## config.mk

```make
export PLATFORM = sky130hd
export DESIGN_NAME = mcycle_unit
export DESIGN_NICKNAME = d
export VERILOG_FILES = /design/src/rtl/mcycle_pkg.sv /design/src/rtl/mcycle_unit.sv
export SDC_FILE = /design/constraint.sdc
export NUM_CORES = 1
export LEC_CHECK = 0
export CAP_MARGIN = 5
export CORE_ASPECT_RATIO = 2
export CORE_MARGIN = 1.5
export CORE_UTILIZATION = 30
export CTS_CLUSTER_DIAMETER = 30
export DETAILED_ROUTE_END_ITERATION = 8
export DONT_BUFFER_PORTS = 1
export PLACE_DENSITY_LB_ADDON = 0.15
export SYNTH_ARGS = -nofsm -noshare
export SYNTH_HDL_FRONTEND = slang
export SYNTH_SLANG_ARGS = --single-unit
```

## constraint.sdc

```tcl
create_clock -name clk -period 5.5 [get_ports clk]
set_input_delay 0.825 -clock clk [delete_from_list [all_inputs] [get_ports clk]]
set_output_delay 0.825 -clock clk [all_outputs]
set_load 0.05 [all_outputs]
```

## src/rtl/mcycle_pkg.sv

```systemverilog
// Shared constants for the multi-cycle multiply/divide engine: FSM encoding and op codes.
package mcycle_pkg;

   typedef enum logic [1:0] {
      S_IDLE    = 2'd0,
      S_COMPUTE = 2'd1,
      S_DONE    = 2'd2
   } state_t;

   localparam logic MCYCLE_OP_MUL = 1'b0;
   localparam logic MCYCLE_OP_DIV = 1'b1;

endpackage

```

## src/rtl/mcycle_unit.sv

```systemverilog
// Iterative unsigned multiply (LSB-first shift-add) / divide (MSB-first restoring), one bit per cycle.
// A single hi/lo register pair serves both ops: product accumulator or partial remainder / quotient.
module mcycle_unit
   import mcycle_pkg::*;
#(
   parameter int WIDTH = 32,
   parameter int CNT_W = $clog2(WIDTH)
) (
   input  logic             clk,
   input  logic             rst_n,
   input  logic             start,
   input  logic             cond_ex,
   input  logic             mcycle_op,
   input  logic             flush,
   input  logic [WIDTH-1:0] operand1,
   input  logic [WIDTH-1:0] operand2,
   output logic [WIDTH-1:0] result1,
   output logic [WIDTH-1:0] result2,
   output logic             busy,
   output logic             done
);

   state_t           state_reg, state_next;
   logic [CNT_W-1:0] cnt_reg;
   logic             op_reg;
   logic [WIDTH-1:0] hi_reg, lo_reg, opb_reg;
   logic [WIDTH-1:0] result1_reg, result2_reg;

   logic             accept, last_iter;
   logic [WIDTH:0]   sum, addend, shifted;
   logic [WIDTH-1:0] diff;
   logic             rem_ge;
   logic [WIDTH-1:0] hi_next, lo_next;

   assign accept    = rst_n && (state_reg == S_IDLE) && start && cond_ex && !flush;
   assign last_iter = (cnt_reg == CNT_W'(WIDTH - 1));

   // One iteration of either algorithm, computed from the current hi/lo pair.
   always_comb begin
      sum     = {1'b0, hi_reg} + {1'b0, opb_reg};
      addend  = lo_reg[0] ? sum : {1'b0, hi_reg};
      shifted = {hi_reg, lo_reg[WIDTH-1]};
      rem_ge  = (shifted >= {1'b0, opb_reg});
      // Only used when rem_ge, where the true difference is below the divisor and fits WIDTH bits.
      diff    = shifted[WIDTH-1:0] - opb_reg;
      hi_next = hi_reg;
      lo_next = lo_reg;
      if (op_reg == MCYCLE_OP_MUL) begin
         hi_next = addend[WIDTH:1];
         lo_next = {addend[0], lo_reg[WIDTH-1:1]};
      end else begin
         hi_next = rem_ge ? diff : shifted[WIDTH-1:0];
         lo_next = {lo_reg[WIDTH-2:0], rem_ge};
      end
   end

   always_comb begin
      state_next = state_reg;
      busy       = 1'b0;
      done       = 1'b0;
      case (state_reg)
         S_IDLE: begin
            if (accept) begin
               busy       = 1'b1;
               state_next = S_COMPUTE;
            end
         end
         S_COMPUTE: begin
            busy = 1'b1;
            if (flush)
               state_next = S_IDLE;
            else if (last_iter)
               state_next = S_DONE;
         end
         S_DONE: begin
            done       = 1'b1;
            state_next = S_IDLE;
         end
         default: state_next = S_IDLE;
      endcase
   end

   always_ff @(posedge clk or negedge rst_n) begin
      if (!rst_n) begin
         state_reg   <= S_IDLE;
         cnt_reg     <= '0;
         op_reg      <= MCYCLE_OP_MUL;
         hi_reg      <= '0;
         lo_reg      <= '0;
         opb_reg     <= '0;
         result1_reg <= '0;
         result2_reg <= '0;
      end else begin
         state_reg <= state_next;
         case (state_reg)
            S_IDLE: begin
               if (accept) begin
                  op_reg  <= mcycle_op;
                  cnt_reg <= '0;
                  hi_reg  <= '0;
                  // lo shifts the multiplier out (mul) or the dividend out / quotient in (div)
                  lo_reg  <= (mcycle_op == MCYCLE_OP_DIV) ? operand1 : operand2;
                  opb_reg <= (mcycle_op == MCYCLE_OP_DIV) ? operand2 : operand1;
               end
            end
            S_COMPUTE: begin
               cnt_reg <= cnt_reg + CNT_W'(1);
               hi_reg  <= hi_next;
               lo_reg  <= lo_next;
               if (last_iter && !flush) begin
                  result1_reg <= lo_next;
                  result2_reg <= hi_next;
               end
            end
            default: ;
         endcase
      end
   end

   assign result1 = result1_reg;
   assign result2 = result2_reg;

endmodule

```

=== After elaboration in Yosys (flattened, before gate mapping) ===
Index checks and enable logic that the tools add are counted.

* Output and inout port bits: 66
* Bits in registers: 168
* Input bits: 70
* Logic and storage cells: 48

* $lt $le $gt $ge: 1
* $add $sub $neg: 3
* Reductions and logical operators: 12
* Muxes and demuxes: 19
* Eq/ne operators: 5

{| class="wikitable"
|+ Operators with widths
! operator !! number
|-
| $mux 32 || 7
|-
| $pmux 32 s2 || 2
|-
| $add 32x32->33 || 1
|-
| $ge 33x32->1 || 1
|-
| $mux 33 || 1
|-
| $sub 32x32->32 || 1
|-
| $pmux 5 s2 || 1
|-
| $reduce_and 2->1 || 4
|-
| $mux 2 || 3
|-
| $add 5x1->5 const B || 1
|-
| $eq 5x5->1 const B || 1
|-
| $logic_and 1x1->1 || 5
|-
| $mux 5 || 1
|-
| $pmux 2 s2 || 1
|-
| $ne 3x3->1 const B || 1
|-
| $eq 2x1->1 const B || 1
|-
| $eq 2x2->1 const B || 1
|-
| $logic_not 2->1 || 1
|-
| $mux 1 || 2
|-
| $ne 2x2->1 const B || 1
|-
| $pmux 1 s2 || 1
|-
| $reduce_bool 2->1 || 1
|-
| $logic_not 1->1 || 1
|}

=== Logic depth before layout (Yosys ltp) ===
* Depth after elaboration: 7
* Depth in mapped cells: 15
* Gate-level depth less buffers: 14

=== Worst setup path after synthesis ===
OpenSTA, ideal clock, no wires.

* Path type: register -> register
* From: register hi_reg[0]
* To: register result2_reg[25] (netlist: result2[25])
* Library setup time: 121 ps
* Data arrival time: 3114 ps
* Stages on the path, launching flop included: 13
* Path buffers: 0
* Required time: 5379 ps
* Clock period less this slack: 3235 ps
* Path slack: 2265 ps
* Path through: dfrtp_1 > ha_1 > fa_1 > a211oi_1 > nor2_1 > o41a_1 > o21ai_2 > o31a_1 > o221ai_1 > xor2_1 > a211o_1 > and2_0 > a22o_1

* Word-level cells in the longest chain between the ends: 3
* Elaborated cells between the ends (all ways): 6
* Classes of those cells: 2 x add/sub; 1 x order compare; 3 x mux

{| class="wikitable"
|+ RTL lines
! element !! RTL line !! text
|-
| from (decl) || mcycle_unit.sv:26 || <nowiki>logic [WIDTH-1:0] hi_reg, lo_reg, opb_reg;</nowiki>
|-
| from (signal assigned) || mcycle_unit.sv:108 || <nowiki>hi_reg <= hi_next;</nowiki>
|-
| $add 32x32->33, or another cell as far along || mcycle_unit.sv:40 || <nowiki>sum = {1'b0, hi_reg} + {1'b0, opb_reg};</nowiki>
|-
| $mux 33 / $mux 32 (equally long branches) || mcycle_unit.sv:41, mcycle_unit.sv:52 ||
|-
| $mux 32 (*) || mcycle_unit.sv:48 || <nowiki>if (op_reg == MCYCLE_OP_MUL) begin</nowiki>
|-
| to (signal assigned) || mcycle_unit.sv:112 || <nowiki>result2_reg <= hi_next;</nowiki>
|-
| to (decl) || mcycle_unit.sv:27 || <nowiki>logic [WIDTH-1:0] result1_reg, result2_reg;</nowiki>
|}

Mark *: on every way between the ends. The rest lies on a longest branch, timed or not.
A chain may end at the register's enable or synchronous reset.

=== Worst setup path in the final report ===
* From: register hi_reg[0]
* To: register hi_reg[23]

* Word-level cells in the longest chain between the ends: 4
* Elaborated cells between the ends (all ways): 7
* Classes of those cells: 2 x add/sub; 1 x order compare; 4 x mux

{| class="wikitable"
|+ RTL lines
! element !! RTL line !! text
|-
| $add 32x32->33, or another cell as far along || mcycle_unit.sv:40 ||
|-
| $mux 33 / $mux 32 (equally long branches) || mcycle_unit.sv:41, mcycle_unit.sv:52 ||
|-
| $mux 32 (*) || mcycle_unit.sv:48 ||
|-
| $pmux 32 s2 (*) || mcycle_unit.sv:95 || <nowiki>case (state_reg)</nowiki>
|}

Marked as above.

==> results.md <==
* Buffer depth of the longest clock path at 2
* Initial antenna violation count at 0
* Initial detailed-routing violation count at approximately 330
* Via density at around 5.3
* Slowest cell delay on critical path at around 500 ps
* Max-capacitance violation count at 0
* Clock latency of the later-clocked register in the worst-skew pair at 450 ps
* Leading post-synthesis cells by instance count: 168 x sky130_fd_sc_hd__dfrtp_1, 165 x sky130_fd_sc_hd__nand2_1, 136 x sky130_fd_sc_hd__o21ai_0
* Result of the run: finished, final reports clean
* Highest-delay cell along the critical path: sky130_fd_sc_hd__o21ai_2
* Die height at 282.4 um
* Total core area at 38540 sq um
* Placed standard-cell area at 12160 sq um
* Number of placement rows at between 100 and 150
* IO Pins at between 100 and 150
* Share of the synthesized area in the top cell type at a little over a third
* Post-synthesis cell type with the largest combined area: sky130_fd_sc_hd__dfrtp_1
* Worst Setup End Kind: register
* Share of the clock period used by the worst path at between 70 and 80%
* Max-Slew Margin vs Limit at between 20% and 30%
* Flip-flop and latch count after synthesis at roughly 170
* Total non-filler cell area in the finished layout at 12730 sq um
* Worst IR drop on VDD at roughly 0.27 mV
* Initial Utilization at a little under a third
* Routability Congestion at about 0.86
* HPWL Detailed at about 28000 um
* Antenna diodes at 0
* Unrepaired setup endpoints after global routing: no
* Global route overflow at 0
* Cell type group with the largest total delay on the critical path: compound AO/OA/AOI/OAI gates
* Vias in the first global route at ~9800
* Layout cell share with drive strength beyond 1 at around 6.7%
* Number of vias after detailed routing at ~9600
* Arrival time at the worst endpoint at between 4000 and 5000 ps
* Count of cells resized by post-cts repair at 0
* Register clock-pin slew on the reported worst setup and hold paths at roughly 80 ps
* Final critical delay including setup and external delays at 3860 ps
* Cell chain of the critical path: ha_1, fa_1, a211oi_1, nor2_1, o41a_1, o21ai_2, o21ai_0, a221o_1, xnor2_1, o21ai_0, nor2_1, a211oi_1
* Total standard cell area after synthesis at roughly 12000 sq um
* Layout Nets at 1399
* Wire length of the first global-routing pass at 58740 um
* Count of hold buffers inserted by post-cts repair at 0
* Horiz. Die Dim at 142.7 um
* Setup slack, reg-to-reg at about 1600 ps
* Final TNS setup at 0 ps
* Most common cell in the synthesized netlist: sky130_fd_sc_hd__dfrtp_1
* Lkg Pwr at ~5.8 nW
* Number of nets in the synthesized netlist at approximately 1400
* Top_reg_cell synth: sky130_fd_sc_hd__dfrtp_1
* Fraction of registers with async set or reset after synthesis at 100.0%
* Share of the yosys chip area belonging to registers at between 30% and 40%
* Number of buffer and inverter instances along the worst setup path at 0
* DR DRC count at 0
* Worst setup slack after placement at 1635 ps
* Die Outline Area at about 40000 sq um
* Final max-slew violation count at 0
* Buffer type at the clock tree root: sky130_fd_sc_hd__clkbuf_16
* Depth of the CTS H-tree at 4
* Clock Sinks at 168
* Hold Vio Cnt, Final at 0
* Maximum clock rate at about 0.26 GHz
* Required time of the critical path at roughly 5900 ps
* Synth-to-Final Area Change at 8.752%
* Worst min-delay path category: input port to async pin
* Distinct cells, synth at slightly below 80
* Warnings from Yosys at 0
* Count of flip-flops with a built-in enable after synthesis at 0
* TritonCTS clock tree: done
* Cells taking the most area after synthesis: sky130_fd_sc_hd__dfrtp_1 36%, sky130_fd_sc_hd__mux2i_1 9.7%, sky130_fd_sc_hd__ha_1 7.1%
* Final setup violation count at 0
* Worst setup skew after layout at around 15 ps
* Number of clock buffers inserted by TritonCTS at 17
* Biggest fanout along the worst timing path at 6
* Slew at the pin closest to its max-slew limit at roughly 1100 ps
* Largest net degree at the start of global routing at 170
* CP startpoint kind: register
* Iteration count of the initial detailed-routing pass at 5
* Post-DRT Antenna Nets at 0
* Number of buffers added for setup after CTS at 0
* GRT Resource Usage Total at roughly a fifth
* Min setup slack post-route at roughly 1600 ps
* Gate Count Post-Synth at 1307
* Count of buffers inserted at the top-level ports at 0
* Synthesized area per cell at between 8 and 9 sq um
* Avg WL per Cell at between 20 and 25 um
* Setup CP Type: register to register
* Power density over cell area at between 500 and 600 nW/um^2
* Wirelength, routed at about 38000 um
## stage by stage
step                instances  utilization, %  power, mW  hold slack (ps)
floorplan                1307               -      5.079            464.9
global placement         1762           31.55      6.171            500.1
detailed placement       1762           31.55      6.173            507.7
CTS                      1793           33.04      7.446            28.77
global route             1793           33.04      7.925            32.93
finish                   1793           33.04      7.350            63.15
## metal layers
layer,share of wire [%],routed length (um),vias up,track usage (%)
met3,3.6,1386,52,3.200
met4,3.8,1470,0,8.670
met1,38,14440,4626,20.59
li1,-,-,4676,-
met5,0,0,-,0
met2,55,20960,197,37.43
## cell usage in the layout, fill, tap and decap left out, types with 7 or more instances in the layout
cell,count
sky130_fd_sc_hd__mux2_2,14
sky130_fd_sc_hd__clkbuf_16,17
sky130_fd_sc_hd__xor2_1,21
sky130_fd_sc_hd__a211oi_1,32
sky130_fd_sc_hd__buf_4,12
sky130_fd_sc_hd__a22o_1,29
sky130_fd_sc_hd__a21o_1,33
sky130_fd_sc_hd__dfrtp_1,167
sky130_fd_sc_hd__inv_1,50
sky130_fd_sc_hd__o21a_1,8
sky130_fd_sc_hd__nor3_1,11
sky130_fd_sc_hd__nand2b_1,9
sky130_fd_sc_hd__ha_1,66
sky130_fd_sc_hd__nand4_1,12
sky130_fd_sc_hd__mux2i_1,113
sky130_fd_sc_hd__nand2_1,164
sky130_fd_sc_hd__nor2_1,67
sky130_fd_sc_hd__and3_1,7
sky130_fd_sc_hd__o211ai_1,50
sky130_fd_sc_hd__a31oi_1,8
sky130_fd_sc_hd__xnor2_1,31
sky130_fd_sc_hd__nand3_1,25
sky130_fd_sc_hd__o21ai_0,136
sky130_fd_sc_hd__nor2b_1,17
sky130_fd_sc_hd__a21oi_1,66
## kinds of logic after synthesis
kind of cell               after synthesis  synth area share [%]
AOI/OAI and AO/OA                      427                 24.69
xor gates and xnor gates                52                 3.890
adders and majority gates               68                 7.395
buffers and inverters                  129                 4.424
DFF                                    168                 35.91
muxes                                  127                 11.01
and+or+nand+nor                        336                 12.69
## report_power, final
group	internal, mW	total, mW	switching, mW
clock network	0.647	1.23	0.581
logic	1.67	4.10	2.43
registers	1.52	2.02	0.502
## worst paths after layout
kind / start / end / cells past startpoint
setup reg to reg: hi_reg[0] / hi_reg[23] / 12
max in group asynchronous: rst_n / opb_reg[20] / 0
min in group clk: flush / state_reg[0] / 1
hold / removal: rst_n / result1[3] / 0
hold reg to reg: opb_reg[4] / opb_reg[4] / 2
setup / recovery: hi_reg[0] / hi_reg[23] / 12
## worst reg2reg max path: stages, from the launching register on
cell	delay [ps]
sky130_fd_sc_hd__dfrtp_1	460
sky130_fd_sc_hd__ha_1	270
sky130_fd_sc_hd__fa_1	440
sky130_fd_sc_hd__a211oi_1	240
sky130_fd_sc_hd__nor2_1	130
sky130_fd_sc_hd__o41a_1	450
sky130_fd_sc_hd__o21ai_2	500
sky130_fd_sc_hd__o21ai_0	250
sky130_fd_sc_hd__a221o_1	350
sky130_fd_sc_hd__xnor2_1	120
sky130_fd_sc_hd__o21ai_0	250
sky130_fd_sc_hd__nor2_1	70
sky130_fd_sc_hd__a211oi_1	240
## cell type report
| class | count | area (sq um) |
|---|---|---|
| Fill cell | 4138 | 25810 |
| Inverter | 52 | 195.2 |
| Timing Repair Buffer | 12 | 90.09 |
| Multi-Input combinational cell | 1010 | 7018 |
| Clock inverter | 13 | 132.6 |
| Tap cell | 520 | 650.6 |
| Clock buffer | 18 | 439.2 |
| Sequential cell | 168 | 4208 |
Power figures use the tool's default switching activity.
